## src/rtl/axis_vec_pkg.sv

```systemverilog
// Shared definitions for the vector <-> AXI-Stream converters.
//   a2v_state_t : state encoding of the stream-to-vector collector
//   ctr_width() : beat-counter width for an N-beat vector, at least 1 bit
package axis_vec_pkg;

  typedef enum logic [1:0] {
    FILL    = 2'd0,
    HOLD    = 2'd1,
    DISCARD = 2'd2
  } a2v_state_t;

  function automatic int ctr_width(input int n);
    return (n <= 1) ? 1 : $clog2(n);
  endfunction

endpackage

```

## src/rtl/axis_to_vector.sv

```systemverilog
// axis_to_vector
//   Collects AXIS_BYTES-wide AXI-Stream beats into one VEC_BYTES-wide vector
//   and presents it on a valid/ready port. Packets must be exactly
//   VEC_BYTES/AXIS_BYTES beats with tlast on the final beat; malformed
//   packets are dropped and flagged with a one-cycle error pulse.
// Ports
//   clk          clock, posedge
//   aresetn      asynchronous active-low reset
//   axis_tvalid  input beat valid
//   axis_tready  input beat ready (combinational from state / vec_ready)
//   axis_tlast   last beat of packet
//   axis_tdata   beat data, AXIS_BYTES*8 bits
//   vec          assembled vector, meaningful while vec_valid=1
//   vec_valid    vector complete
//   vec_ready    consumer accepts vector
//   err_short    pulse: tlast before the vector was full
//   err_long     pulse: vector full without tlast
module axis_to_vector
  import axis_vec_pkg::*;
#(
  parameter int VEC_BYTES    = 4,
  parameter int AXIS_BYTES   = 1,
  parameter int MSB_FIRST    = 0,
  parameter int STRICT_TLAST = 1
) (
  input  logic                    clk,
  input  logic                    aresetn,
  input  logic                    axis_tvalid,
  output logic                    axis_tready,
  input  logic                    axis_tlast,
  input  logic [AXIS_BYTES*8-1:0] axis_tdata,
  output logic [VEC_BYTES*8-1:0]  vec,
  output logic                    vec_valid,
  input  logic                    vec_ready,
  output logic                    err_short,
  output logic                    err_long
);

  localparam int N  = VEC_BYTES / AXIS_BYTES;
  localparam int BW = AXIS_BYTES * 8;
  localparam int CW = ctr_width(N);
  localparam logic [CW-1:0] CTR_MAX = CW'(N - 1);

  if (VEC_BYTES % AXIS_BYTES != 0) begin : g_bad_ratio
    $fatal(1, "axis_to_vector: VEC_BYTES must be a multiple of AXIS_BYTES");
  end

  a2v_state_t    state;
  logic [CW-1:0] ctr;
  logic          accept;
  logic          strict_last;
  logic [CW-1:0] cur_idx;
  logic [CW-1:0] slot;

  function automatic logic [CW-1:0] slot_of(input logic [CW-1:0] b);
    return (MSB_FIRST != 0) ? CTR_MAX - b : b;
  endfunction

  // In HOLD the stream only moves when the held vector leaves in the same
  // cycle, so the next packet can start without a bubble.
  always_comb begin
    axis_tready = (state == HOLD) ? vec_ready : 1'b1;
    accept      = axis_tvalid & axis_tready;
    strict_last = (STRICT_TLAST != 0);
    // A beat accepted in HOLD is always beat 0 of the next vector.
    cur_idx     = (state == HOLD) ? '0 : ctr;
    slot        = slot_of(cur_idx);
  end

  always_ff @(posedge clk or negedge aresetn) begin
    if (!aresetn) begin
      state     <= FILL;
      ctr       <= '0;
      vec       <= '0;
      vec_valid <= 1'b0;
      err_short <= 1'b0;
      err_long  <= 1'b0;
    end else begin
      err_short <= 1'b0;
      err_long  <= 1'b0;
      case (state)
        FILL, HOLD: begin
          if (accept) begin
            vec[int'(slot)*BW +: BW] <= axis_tdata;
            if (cur_idx == CTR_MAX) begin
              ctr <= '0;
              if (axis_tlast || !strict_last) begin
                state     <= HOLD;
                vec_valid <= 1'b1;
              end else begin
                state     <= DISCARD;
                vec_valid <= 1'b0;
                err_long  <= 1'b1;
              end
            end else if (axis_tlast && strict_last) begin
              ctr       <= '0;
              state     <= FILL;
              vec_valid <= 1'b0;
              err_short <= 1'b1;
            end else begin
              ctr       <= cur_idx + CW'(1);
              state     <= FILL;
              vec_valid <= 1'b0;
            end
          end else if (state == HOLD && vec_ready) begin
            state     <= FILL;
            vec_valid <= 1'b0;
          end
        end
        DISCARD: begin
          if (accept && axis_tlast) begin
            state <= FILL;
          end
        end
        default: begin
          state     <= FILL;
          ctr       <= '0;
          vec_valid <= 1'b0;
        end
      endcase
    end
  end

endmodule
```

## config.mk

```make
export PLATFORM = sky130hd
export DESIGN_NAME = axis_to_vector
export DESIGN_NICKNAME = d
export VERILOG_FILES = /design/src/rtl/axis_vec_pkg.sv /design/src/rtl/axis_to_vector.sv
export SDC_FILE = /design/constraint.sdc
export NUM_CORES = 1
export LEC_CHECK = 0
export BUFFER_PORTS_ARGS = -buffer_cell sky130_fd_sc_hd__clkbuf_2
export CAP_MARGIN = 20
export CORE_ASPECT_RATIO = 2
export CORE_MARGIN = 2
export CORE_UTILIZATION = 55
export CTS_CLUSTER_SIZE = 24
export DETAILED_ROUTE_END_ITERATION = 7
export PLACE_DENSITY = 0.82
export SLEW_MARGIN = 20
export SYNTH_ARGS = -nofsm -noshare
export SYNTH_HDL_FRONTEND = slang
export SYNTH_SLANG_ARGS = --single-unit
```

## constraint.sdc

```tcl
create_clock -name clk -period 5 [get_ports clk]
set_clock_uncertainty 0.15 [all_clocks]
set_input_delay 0.25 -clock clk [delete_from_list [all_inputs] [get_ports clk]]
set_output_delay 0.25 -clock clk [all_outputs]
set_load 0.005 [all_outputs]
```

# Word level (Yosys, flattened, before mapping)
# Index checks and enable logic that the tools add are counted.
# classes
order_cmp	0
mux	25
n_addsub	2
shift	2
div_mod_pow	0
n_eq_ne	6
n_mul	0
reduce_logical	8
n_bitwise	2
# op_table
operator	n
negation 5 -> 33 bit	1
variable shift 8 x 33 -> 32 bit, first input constant	1
indexed part select 8 x 33 -> 32 bit	1
bitwise mux 32 bit	1
2-to-1 mux 2 bit	9
2-to-1 mux 1 bit	12
case mux 2 bit (2 select lines)	2
AND reduction 2 bit	4
equality test 2 bit, second input constant	2
!= test 2 bit, second input constant	2
!= test 3 bit, second input constant	1
adder 2 x 1 -> 2 bit, second input constant	1
equality test 2 x 1 -> 1 bit, second input constant	1
logical AND 1 bit	2
zero test 2 bit	1
case mux 1 bit (2 select lines)	1
OR reduction 2 bit	1
AND 1 bit	1
NOT 1 bit	1
# totals
ram_bits	0
out_inout_bits	36
reg_bits	39
latch_bits	0
in_bits	13
memories	0
rom_bits	0
wordCells	51

# Longest topological paths before layout
# Gate-level depths: netlist of run 1.
# depth
depth_word	7
depth_mapped	9
depth_no_buf	7

# Worst setup path after synthesis of run 1
# No wires, ideal clock.
# synth_path
path_type	register to register
startpoint	reg state[1]
endpoint	reg vec[14]
path_stages_with_launch	10
n_path_buf	3
setup_ps	120
arrival_time_ps	1782
required_time_ps	4730
synth_period_minus_slack_ps	2052
setup_slack_ps	2948
path_cell_list	dfrtp_1 buf_4 nand2b_4 nand2_1 inv_1 ha_1 buf_1 clkbuf_1 a31oi_1 a41o_1
# synth_between
elab_chain_len	5
elab_cells_between_ends	11
classes_between	1 x add/sub; 1 x eq/ne; 2 x shift; 3 x mux; 1 x bitwise; 3 x reduce/logical
# synth_rtl
item	line	rtl
start: declaration	axis_to_vector.sv:48	a2v_state_t state;
start signal: assignment	axis_to_vector.sv:72	state <= FILL;
start signal: assignment	axis_to_vector.sv:88	state <= HOLD;
start signal: assignment	axis_to_vector.sv:91	state <= DISCARD;
equality test 2 x 1 -> 1 bit	axis_to_vector.sv:62, axis_to_vector.sv:66, axis_to_vector.sv:81	
2-to-1 mux 2 bit	axis_to_vector.sv:66	cur_idx = (state == HOLD) ? '0 : ctr;
negation 5 -> 33 bit	axis_to_vector.sv:84	vec[int'(slot)*BW +: BW] <= axis_tdata;
indexed part select 8 x 33 -> 32 bit / variable shift 8 x 33 -> 32 bit (equally long branches)	axis_to_vector.sv:84	
bitwise mux 32 bit	axis_to_vector.sv:84	
end signal: indexed assignment	axis_to_vector.sv:84	
end: declaration	axis_to_vector.sv:32	output logic [VEC_BYTES*8-1:0] vec,
# Parallel ways exist; a longest one is shown, timed or not.
# A chain may end at the register's enable or synchronous reset.

# Worst setup path in the final report of run 1
# Same ends and word-level chain as after synthesis.

==> results of run 1 <==
[logic make-up (layout without fill, tap and decap cells)]
| logic type | Yosys count | in the layout |
|---|---|---|
| AND/OR/NAND/NOR | 53 | 53 |
| AO/OA/AOI/OAI | 51 | 51 |
| flip-flops | 39 | 39 |
| buffers and inverters | 34 | 79 |
| adder cells (fa/ha/maj) | 6 | 6 |
[flip-flops by register name, indices dropped and copies added, names as in the netlist]
register   count
vec           32
vec_valid      1
state          2
err_short      1
ctr            2
err_long       1
[power groups by stage]
stage / clock, mW / sequential (mW) / combinational (mW)
after floorplan: 0 / 0.478 / 0.308
after global placement: 0 / 0.477 / 0.449
after detailed placement: 0 / 0.478 / 0.468
after CTS: 0.214 / 0.474 / 0.469
after global routing: 0.232 / 0.486 / 0.523
final: 0.210 / 0.473 / 0.469
[area by class of cell]
| type | count | area [µm²] | area share (%) |
|---|---|---|---|
| Inverter | 22 | 82.6 | 3.58 |
| Clock buffer | 6 | 72.6 | 3.14 |
| Multi-Input combinational cell | 110 | 853 | 37.0 |
| Sequential cell | 39 | 976 | 42.3 |
| Timing Repair Buffer | 49 | 250 | 10.8 |
| Tap cell | 49 | 61.3 | 2.66 |
| Clock inverter | 2 | 12.5 | 0.542 |
[path summary, 6_finish.rpt]
check | startpoint | endpoint | slack [ns] | depth (start not counted)
setup / recovery | state[1] | vec[14] | 2.51 | 6
hold reg to reg | vec[20] | vec[20] | 0.34 | 1
hold / removal | axis_tlast | err_long | 0.08 | 2
max in group asynchronous | aresetn | vec[2] | 3.63 | 2
setup reg to reg | state[1] | vec[14] | 2.51 | 6
min in group asynchronous | aresetn | state[1] | 0.48 | 2
[routing by layer]
| layer | track usage, % | share of wire [%] | routed length, µm |
|---|---|---|---|
| met1 | 34.6 | 43 | 1940 |
| met2 | 37.1 | 49 | 2240 |
| met3 | 5.25 | 7.0 | 319 |
| met4 | 7.79 | 1.4 | 63 |
| met5 | 0 | 0 | 0 |
[worst max-delay path, stage by stage (launching register included)]
cell and delay, ns:
dfrtp_1 0.54, nand2b_4 0.25, nand2_1 0.14, ha_1 0.36
nand2b_1 0.25, nor3b_2 0.48, a41o_1 0.26
[what timing repair did]
item	in CTS	in global routing
setup endpoints to repair	0	0
hold buffers	1	0
endpoints found under the hold margin	39	0
[cells in the final DEF, fill, tap and decap left out, types with 2 or more instances in the layout]
cell type / netlist / layout
nor2b_1: 3 / 3
and3_1: 2 / 2
nand2_1: 15 / 15
a41o_1: 8 / 8
clkbuf_8: 0 / 5
and2_1: 17 / 17
a31oi_1: 8 / 8
inv_1: 21 / 21
nand3_1: 5 / 5
clkbuf_2: 0 / 48
o32ai_1: 8 / 8
a211oi_4: 2 / 2
dfrtp_1: 39 / 39
nor2_1: 3 / 3
ha_1: 6 / 6
a32o_1: 16 / 16
==> results by group, run 1 <==
Yosys
  – Largest family of logic cells by synthesized area: compound AO/OA/AOI/OAI gates
  – Post-Syn Nets: 202
  – YS warnings: 0
  – Post-synthesis sequential area ratio: 48.9%
  – Post-synth ARST share: 100%
  – Area share of the largest cell type after synthesis: 48.9%
  – Synth area leader: dfrtp_1
  – Post-Syn Area: 2000 µm²
  – Largest cells by area after synthesis: dfrtp_1 49%, a32o_1 8.0%, and2_1 5.3%, a41o_1 4.0%, inv_1 3.9%
  – Synth Area in Simple Gates: ~15%
  – Avg Cell Area, Syn: approximately 11 µm²
  – Synth cell types: 37
  – Most frequent cell after synthesis: dfrtp_1
  – Xor/xnor share of the synthesized area: 0%
  – Register bit count reported by yosys: 39
  – Compound-Gate Fraction of Synth Area: between 20% and 30%
  – Top FF cell, synth: dfrtp_1
  – Number of enable flip-flop cells after synthesis: 0
  – Multiplexer share of the synthesized area: 0%
  – Post-synthesis adder-cell area fraction: 3.76%
  – Most frequent cells after synthesis: 39 x dfrtp_1, 21 x inv_1, 17 x and2_1
  – Synthesized instance count: 183

Floorplanning
  – Core Box Area: 3530 µm²
  – Starting Density: 56.5%
  – Die Width: roughly 47 µm
  – Ports: 49
  – Die area: between 4000 and 5000 µm²
  – Die Span Y: 89.2 µm
  – Row count: 31

Setup path
  – WP data required: approximately 5 ns
  – Critical Setup Path Class: register to register
  – Arr. time, crit path: between 2 and 3 ns
  – CP max FO: 12
  – CP Launch Type: register
  – CP Capture Type: register

Clock tree
  – Root Buffer: clkbuf_8
  – Setup bufs post-CTS: 0
  – H-tree levels: 2
  – Clk_lat worst skew: about 0.3 ns
  – Cts bufs inserted: 5
  – CTS tree: yes
  – Post-CTS sizing: 0
  – CTS clk-pin slew, worst paths: 0.08 ns
  – Max Root-Sink Buffers: 2
  – Clk sinks: 39

Layout
  – Final Non-Filler Cells: about 280
  – Design Area, Final: 2310 µm²
  – Fraction of layout cells with a size suffix above 1: 27.6%
  – Final net count: 246
  – Filler instances: 290
  – ANT cells: 0
  – Final Core Density: about two thirds
  – Layout area overhead: 15.7%

Global routing
  – Initial antenna violation count: 0
  – Largest net degree at the start of global routing: 40
  – Congestion Overflow GR: 0
  – Vias in the first global route: 1517
  – Total Routing Usage GR: 24.5%
  – First-pass GRT wire length: 7.31 mm

Routing
  – Initial DRC Count: 79
  – WL final: 4.56 mm
  – Final ANT Viol Nets: 0
  – First-pass detailed-route iteration total: 4
  – Vias/cell: 5.92
  – Drt wl/cell: roughly 16 µm
  – Vias: around 1600
  – DR DRC count: 0

Placement
  – DP Wirelength: 3.13 mm
  – Dpl ws: roughly 2.6 ns
  – Area after DPL: 2210 µm²
  – Buffers on Ports: 48
  – GP Congestion: between 0.7 and 0.8
  – Placed cells: 268

Power
  – Psw: 0.441 mW
  – Overall Power: ~1.2 mW
  – Pint: 0.712 mW
  – Maximum vdd drop: 0.290 mV
  – Power Density: approximately 500 nW/µm²
  – Leak: roughly 1.2 nW
  – Logic pwr share: 40.7%
  – Sw Ratio: between 30% and 40%
  – Flop pwr share: 41.1%
  – Clock share of power: 18.3%

Timing
  – Fin. Hold Viols: 0
  – Worst slew pin tran: 0.960 ns
  – Final Max Slew Viols: 0
  – RSZ-0062 raised after global routing: no
  – Hold WS: 0.0783 ns
  – Relative slew margins: a little over a third
  – Min Tclk post-route: 2.49 ns
  – Final setup viols: 0
  – Fin crit share: approximately half
  – Max Freq: 402 MHz
  – Final worst slack: 2.51 ns
  – Setup_tns: 0 ns

Run
  – Max-cap viol count: 0

Min path
  – Hold Path Class: primary input to register

Outcome
  – Status: completed
No activity file was read; power rests on OpenSTA's default activity.
==> run 2, diff against run 1 <==
--- a/config.mk
+++ b/config.mk
@@ -9,10 +9,10 @@
 export CAP_MARGIN = 20
 export CORE_ASPECT_RATIO = 2
 export CORE_MARGIN = 2
-export CORE_UTILIZATION = 55
+export CORE_UTILIZATION = 48
 export CTS_CLUSTER_SIZE = 24
 export DETAILED_ROUTE_END_ITERATION = 7
-export PLACE_DENSITY = 0.82
+export PLACE_DENSITY = 0.76
 export SLEW_MARGIN = 20
 export SYNTH_ARGS = -nofsm -noshare
 export SYNTH_HDL_FRONTEND = slang
==> constraint.sdc (replaced) <==
create_clock -name clk -period 2.2 [get_ports clk]
set_clock_uncertainty 0.15 [all_clocks]
set_input_delay 0.11 -clock clk [delete_from_list [all_inputs] [get_ports clk]]
set_output_delay 0.11 -clock clk [all_outputs]
set_load 0.005 [all_outputs]
==> run 2 against run 1 <==
- hold slack worse by 0.076 ns
- register-to-register slack worse by 2.3 ns
- core utilization fell by 3.5 points
- largest cell class unchanged
- global-route usage fell by 2.5 points
==> results by group, run 2 (synthesis results as in run 1) <==
Timing
  – Min Tclk post-route: 2.00 ns (-0.487 ns)
  – Setup_tns: 0 ns (unchanged)
  – Fin crit share: 90.9% (+41 points)
  – Fin. Hold Viols: 0 (unchanged)
  – Worst slew pin tran: 0.503 ns (-0.457 ns)
  – RSZ-0062 raised after global routing: no
  – Final Max Slew Viols: 0 (unchanged)
  – Hold WS: 0.00182 ns (-0.0765 ns)
  – Final setup viols: 0 (unchanged)
  – Max Freq: 500 MHz (+24%)
  – Relative slew margins: 66.5% (+30 points)

Clock tree
  – Clk sinks: 39 (unchanged)
  – H-tree levels: 2 (unchanged)
  – Clk_lat worst skew: 0.30 ns (about the same)
  – Cts bufs inserted: 5 (unchanged)
  – CTS tree: yes
  – CTS clk-pin slew, worst paths: 0.07 ns (about the same)
  – Root Buffer: clkbuf_8
  – Max Root-Sink Buffers: 2 (unchanged)

Layout
  – Largest regs: vec x32, ctr x2, state x2
  – Final net count: 263 (+6.9%)
  – Most common cell after layout, fill and taps aside: clkbuf_2
  – Design Area, Final: 2500 µm² (+8.5%)
  – Commonest non-fill, non-tap cells in the layout: 48 x clkbuf_2, 39 x dfrtp_1, 21 x inv_1
  – Fraction of layout cells with a size suffix above 1: 30.2% (+2.6 points)
  – Layout area overhead: 25.5%
  – Biggest register: vec
  – ANT cells: 0 (unchanged)
  – Max reg flops: 32 (unchanged)

Placement
  – Area after DPL: 2270 µm² (+2.5%)
  – GP Congestion: 0.844 (+10%)
  – Buffers on Ports: 48 (unchanged)
  – DP Wirelength: 3.32 mm (+6.3%)

Power
  – Maximum vdd drop: 0.602 mV (+110%)
  – Power Density: 1130 nW/µm² (+130%)
  – Leak: 1.28 nW (+8.5%)

Global routing
  – GRT met3 Usage: 3.45% (-1.8 points)
  – Total Routing Usage GR: 22.0% (-2.5 points)
  – GR peak layer: met2
  – Met1 GRT Util: 24.4% (-10 points)
  – Congestion Overflow GR: 0 (unchanged)
  – Largest net degree at the start of global routing: 40 (unchanged)
  – Initial antenna violation count: 0 (unchanged)
  – Vias in the first global route: 1609 (+6.1%)
  – GR met2 Demand/Resource: 39.0% (+1.9 points)
  – First-pass GRT wire length: 7.82 mm (+6.9%)

Setup path
  – CP Launch Type: register
  – Crit-path max cell delay: 0.41 ns (-0.13 ns)
  – Critical Setup Path Class: register to register
  – Worst Path Buf+Inv: 1 (+1)
  – Arr. time, crit path: 2.08 ns (-0.49 ns)
  – CP top delay family: simple AND/OR/NAND/NOR gates
  – R2R setup slack: 0.20 ns (-2.31 ns)
  – CP max FO: 8 (-4)
  – CP Capture Type: register
  – Worst path cell trace: nand2b_4 > nand2_1 > ha_1 > nand2b_1 > nor3b_4 > buf_4 > a41o_1
  – Slowest CP cell: dfrtp_1
  – WP data required: 2.28 ns (-2.81 ns)

Routing
  – Final ANT Viol Nets: 0 (unchanged)
  – First-pass detailed-route iteration total: 4 (unchanged)
  – Vias/cell: 5.42 (-8.5%)
  – Initial DRC Count: 44 (-44%)
  – DR DRC count: 0 (unchanged)
  – WL final: 4.70 mm (+3.0%)
  – Vias: 1610 (-1.9%)
  – Drt wl/cell: 15.8 µm (-4.0%)

Floorplanning
  – Die Width: 49.6 µm (+6.4%)
  – Starting Density: 49.3% (-7.2 points)
  – Core Box Area: 4050 µm² (+15%)
  – Die Span Y: 95.2 µm (+6.7%)
  – Ports: 49 (unchanged)
  – Die area: 4720 µm² (+14%)
  – Row count: 33 (+6.5%)

Run
  – Max-cap viol count: 0 (unchanged)

Min path
  – Hold Path Class: primary input to register

Outcome
  – Status: completed
==> run 2: repair_timing <==
item | CTS | global route
buffers inserted | 0 | 2
resized for setup | 0 | 2
hold buffers | 9 | 0
hold endpoints to repair | 50 | 0
endpoints found under the setup margin | 0 | 22
==> run 2: final cells by class <==
class	instances	area (µm²)
fillers	372	1540
flip-flops and latches	39	976
multi-input cells	110	865
repair buffers	66	398
clock buffers	6	82.6
inverters	22	82.6
well taps	52	65.1
clock inverters	2	35.0
==> run 2: power breakdown <==
part / internal [mW] / total (mW) / switching, mW
Combinational: 0.518 / 1.15 / 0.634
Clock: 0.367 / 0.621 / 0.254
Sequential: 0.933 / 1.05 / 0.116
==> run 2: path summary, 6_finish.rpt <==
path / cells after the start / startpoint / to
max: 7 / state[0] / vec[15]
min: 3 / axis_tdata[0] / vec[24]
min in group asynchronous: 3 / aresetn / err_short
max in group asynchronous: 3 / aresetn / state[0]
min reg2reg: 1 / vec[20] / vec[20]
max reg2reg: 7 / state[0] / vec[15]
==> run 2: metrics by stage <==
step | utilization (%) | worst slack (ns) | power (mW) | std cells
2_1_floorplan | - | 0.148 | 1.79 | 183
3_3_place_gp | 56.1 | 0.119 | 2.15 | 278
3_5_place_dp | 56.1 | 0.0456 | 2.19 | 278
4_1_cts | 61.2 | 0.0390 | 2.82 | 295
5_1_grt | 61.9 | 0.0412 | 3.03 | 297
6_report | 61.9 | 0.200 | 2.82 | 297
==> run 2: worst min-delay path, cell delays in order <==
cell and delay (ns):
clkbuf_2 0.14, nand2_1 0.08, o32ai_1 0.07
==> run 2: layer usage <==
| metal | up-vias | wire (µm) |
|---|---|---|
| li1 | 782 | - |
| met1 | 777 | 1760 |
| met2 | 39 | 2590 |
| met3 | 12 | 140 |
| met4 | 0 | 203 |
| met5 | - | 0 |
==> run 3, diff against run 2 <==
--- a/config.mk
+++ b/config.mk
@@ -9,10 +9,9 @@
 export CAP_MARGIN = 20
 export CORE_ASPECT_RATIO = 2
 export CORE_MARGIN = 2
-export CORE_UTILIZATION = 48
-export CTS_CLUSTER_SIZE = 24
+export CORE_UTILIZATION = 40
 export DETAILED_ROUTE_END_ITERATION = 7
-export PLACE_DENSITY = 0.76
+export PLACE_DENSITY = 0.65
 export SLEW_MARGIN = 20
 export SYNTH_ARGS = -nofsm -noshare
 export SYNTH_HDL_FRONTEND = slang
==> run 3 against run 2 <==
- clock power rose by 12%
- cell area up 0.35%
- count of clock-buffer cells in the layout unchanged
- global-route usage down 2.8 points
- hold slack improved by 0.022 ns
- worst setup slack worse by 0.039 ns
- maximum frequency fell by 1.9%
- highest routed layer unchanged
- non-clock buffer count down 1
- register-to-register slack worse by 0.04 ns
- largest power group unchanged
- wire length up 4.2%
- core utilization shrank 9.7 points
==> results by group, run 3 (synthesis results as in run 1) <==
Outcome
  – Status: completed

Placement
  – Dpl ws: 0.127 ns (+0.0814 ns)
  – GP Congestion: 0.794 (-6.0%)
  – Area after DPL: 2280 µm² (+0.61%)
  – DP Wirelength: 3.53 mm (+6.2%)
  – Buffers on Ports: 48 (unchanged)
  – Placed cells: 284 (+2.2%)

Power
  – Power Density: 1150 nW/µm² (+2.4%)
  – Leak: 1.28 nW (-0.15%)
  – Maximum vdd drop: 0.549 mV (-8.8%)
  – Overall Power: 2.90 mW (+2.8%)

Layout
  – Commonest non-fill, non-tap cells in the layout: 48 x clkbuf_2, 39 x dfrtp_1, 21 x inv_1
  – Fraction of layout cells with a size suffix above 1: 29.1% (-1.1 points)
  – ANT cells: 0 (unchanged)
  – Most common cell after layout, fill and taps aside: clkbuf_2
  – Final Core Density: 52.1% (-9.7 points)
  – Biggest register: vec
  – Filler instances: 446 (+20%)
  – Design Area, Final: 2510 µm² (+0.35%)
  – Layout area overhead: 25.9%
  – Final Non-Filler Cells: 301 (+1.3%)
  – Final net count: 262 (-0.38%)
  – Largest regs: vec x32, ctr x2, state x2
  – Max reg flops: 32 (unchanged)

Floorplanning
  – Die area: 5600 µm² (+19%)
  – Row count: 36 (+9.1%)
  – Die Span Y: 104 µm (+9.1%)
  – Core Box Area: 4820 µm² (+19%)
  – Ports: 49 (unchanged)
  – Starting Density: 41.4% (-7.9 points)
  – Die Width: 53.9 µm (+8.8%)

Setup path
  – Critical Setup Path Class: register to register
  – Worst path depth: 6 (-1)
  – WP data required: 2.28 ns (about the same)
  – Arr. time, crit path: 2.12 ns (+0.04 ns)
  – Crit-path max cell delay: 0.42 ns (about the same)
  – CP top delay family: compound AO/OA/AOI/OAI gates
  – Cell count of the worst reg-to-reg path: 6 (-1)
  – Slowest CP cell: dfrtp_1
  – Worst Path Buf+Inv: 0 (-1)
  – CP Capture Type: register
  – Worst path cell trace: nand2b_4 > nand2_1 > ha_1 > nand2b_1 > a211oi_4 > a32o_1
  – CP Launch Type: register
  – CP max FO: 8 (unchanged)

Clock tree
  – CTS tree: yes
  – H-tree levels: 2 (unchanged)
  – Clk_lat worst skew: 0.29 ns (about the same)
  – Cts bufs inserted: 5 (unchanged)
  – CTS clk-pin slew, worst paths: 0.08 ns (about the same)
  – Root Buffer: clkbuf_8
  – Setup bufs post-CTS: 0 (unchanged)
  – Clk sinks: 39 (unchanged)
  – Max Root-Sink Buffers: 2 (unchanged)

Timing
  – Fin. Hold Viols: 0 (unchanged)
  – Max Freq: 490 MHz (-1.9%)
  – RSZ-0062 raised after global routing: no
  – Final worst slack: 0.161 ns (-0.0387 ns)
  – Fin crit share: 92.7% (+1.8 points)
  – Relative slew margins: 66.7% (+0.23 points)
  – Final setup viols: 0 (unchanged)
  – Setup_tns: 0 ns (unchanged)
  – Hold WS: 0.0238 ns (+0.0219 ns)
  – Final Max Slew Viols: 0 (unchanged)
  – Min Tclk post-route: 2.04 ns (+0.0387 ns)
  – Worst slew pin tran: 0.499 ns (-0.00348 ns)

Routing
  – First-pass detailed-route iteration total: 4 (unchanged)
  – Vias/cell: 5.33 (-1.7%)
  – Initial DRC Count: 45 (+2.3%)
  – DR DRC count: 0 (unchanged)
  – Drt wl/cell: 16.3 µm (+2.8%)
  – Final ANT Viol Nets: 0 (unchanged)
  – Vias: 1604 (-0.37%)
  – WL final: 4.90 mm (+4.2%)

Min path
  – Hold Crit Depth: 3 (unchanged)
  – Hold Path Class: primary input to register

Run
  – Max-cap viol count: 0 (unchanged)

Global routing
  – First-pass GRT wire length: 7.91 mm (+1.2%)
  – Initial antenna violation count: 0 (unchanged)
  – Total Routing Usage GR: 19.2% (-2.8 points)
  – Congestion Overflow GR: 0 (unchanged)
  – Largest net degree at the start of global routing: 26 (-35%)
  – Vias in the first global route: 1578 (-1.9%)
-- run 3: power by group --
group | total [mW] | switching [mW] | leakage, nW | internal, mW
registers | 1.05 | 0.121 | 0.530 | 0.933
logic | 1.15 | 0.633 | 0.684 | 0.515
clock network | 0.698 | 0.245 | 0.0654 | 0.453
-- run 3: tightest hold or removal path: cells and delay by family --
family,cells,cell delay [ns]
buffers and inverters,1,0.14
AND/OR/NAND/NOR,1,0.09
AO/OA/AOI/OAI,1,0.08
-- run 3: path summary, 6_finish.rpt --
path                          startpoint        to  slack [ns]
min                        axis_tdata[3]   vec[27]        0.02
min reg2reg                       vec[0]    vec[0]        0.34
max in group asynchronous        aresetn    ctr[0]        1.12
max                             state[0]   vec[17]        0.16
min in group asynchronous        aresetn  err_long        0.11
max reg2reg                     state[0]   vec[17]        0.16
-- run 3: layout make-up --
| cell class | instances | area (µm²) | share of cell area [%] |
|---|---|---|---|
| clock buffer | 6 | 72.6 | 2.89 |
| clock inverter | 2 | 60.1 | 2.39 |
| inverter | 22 | 82.6 | 3.29 |
| multi-input combinational | 110 | 860 | 34.2 |
| sequential | 39 | 976 | 38.8 |
| tap | 57 | 71.3 | 2.84 |
| timing repair buffer | 65 | 390 | 15.5 |
-- run 3: per-layer routing --
metal | track usage, % | routed length, µm | part of all wire (%)
met1 | 21.9 | 1830 | 37
met2 | 33.2 | 2790 | 57
met3 | 2.87 | 152 | 3.1
met4 | 8.79 | 118 | 2.4
met5 | 0 | 0 | 0
-- run 3: timing repair --
action / in CTS / in global routing
setup endpoints to repair: 0 / 8
resized for setup: 0 / 1
hold buffers: 9 / 0
hold endpoints to repair: 24 / 0
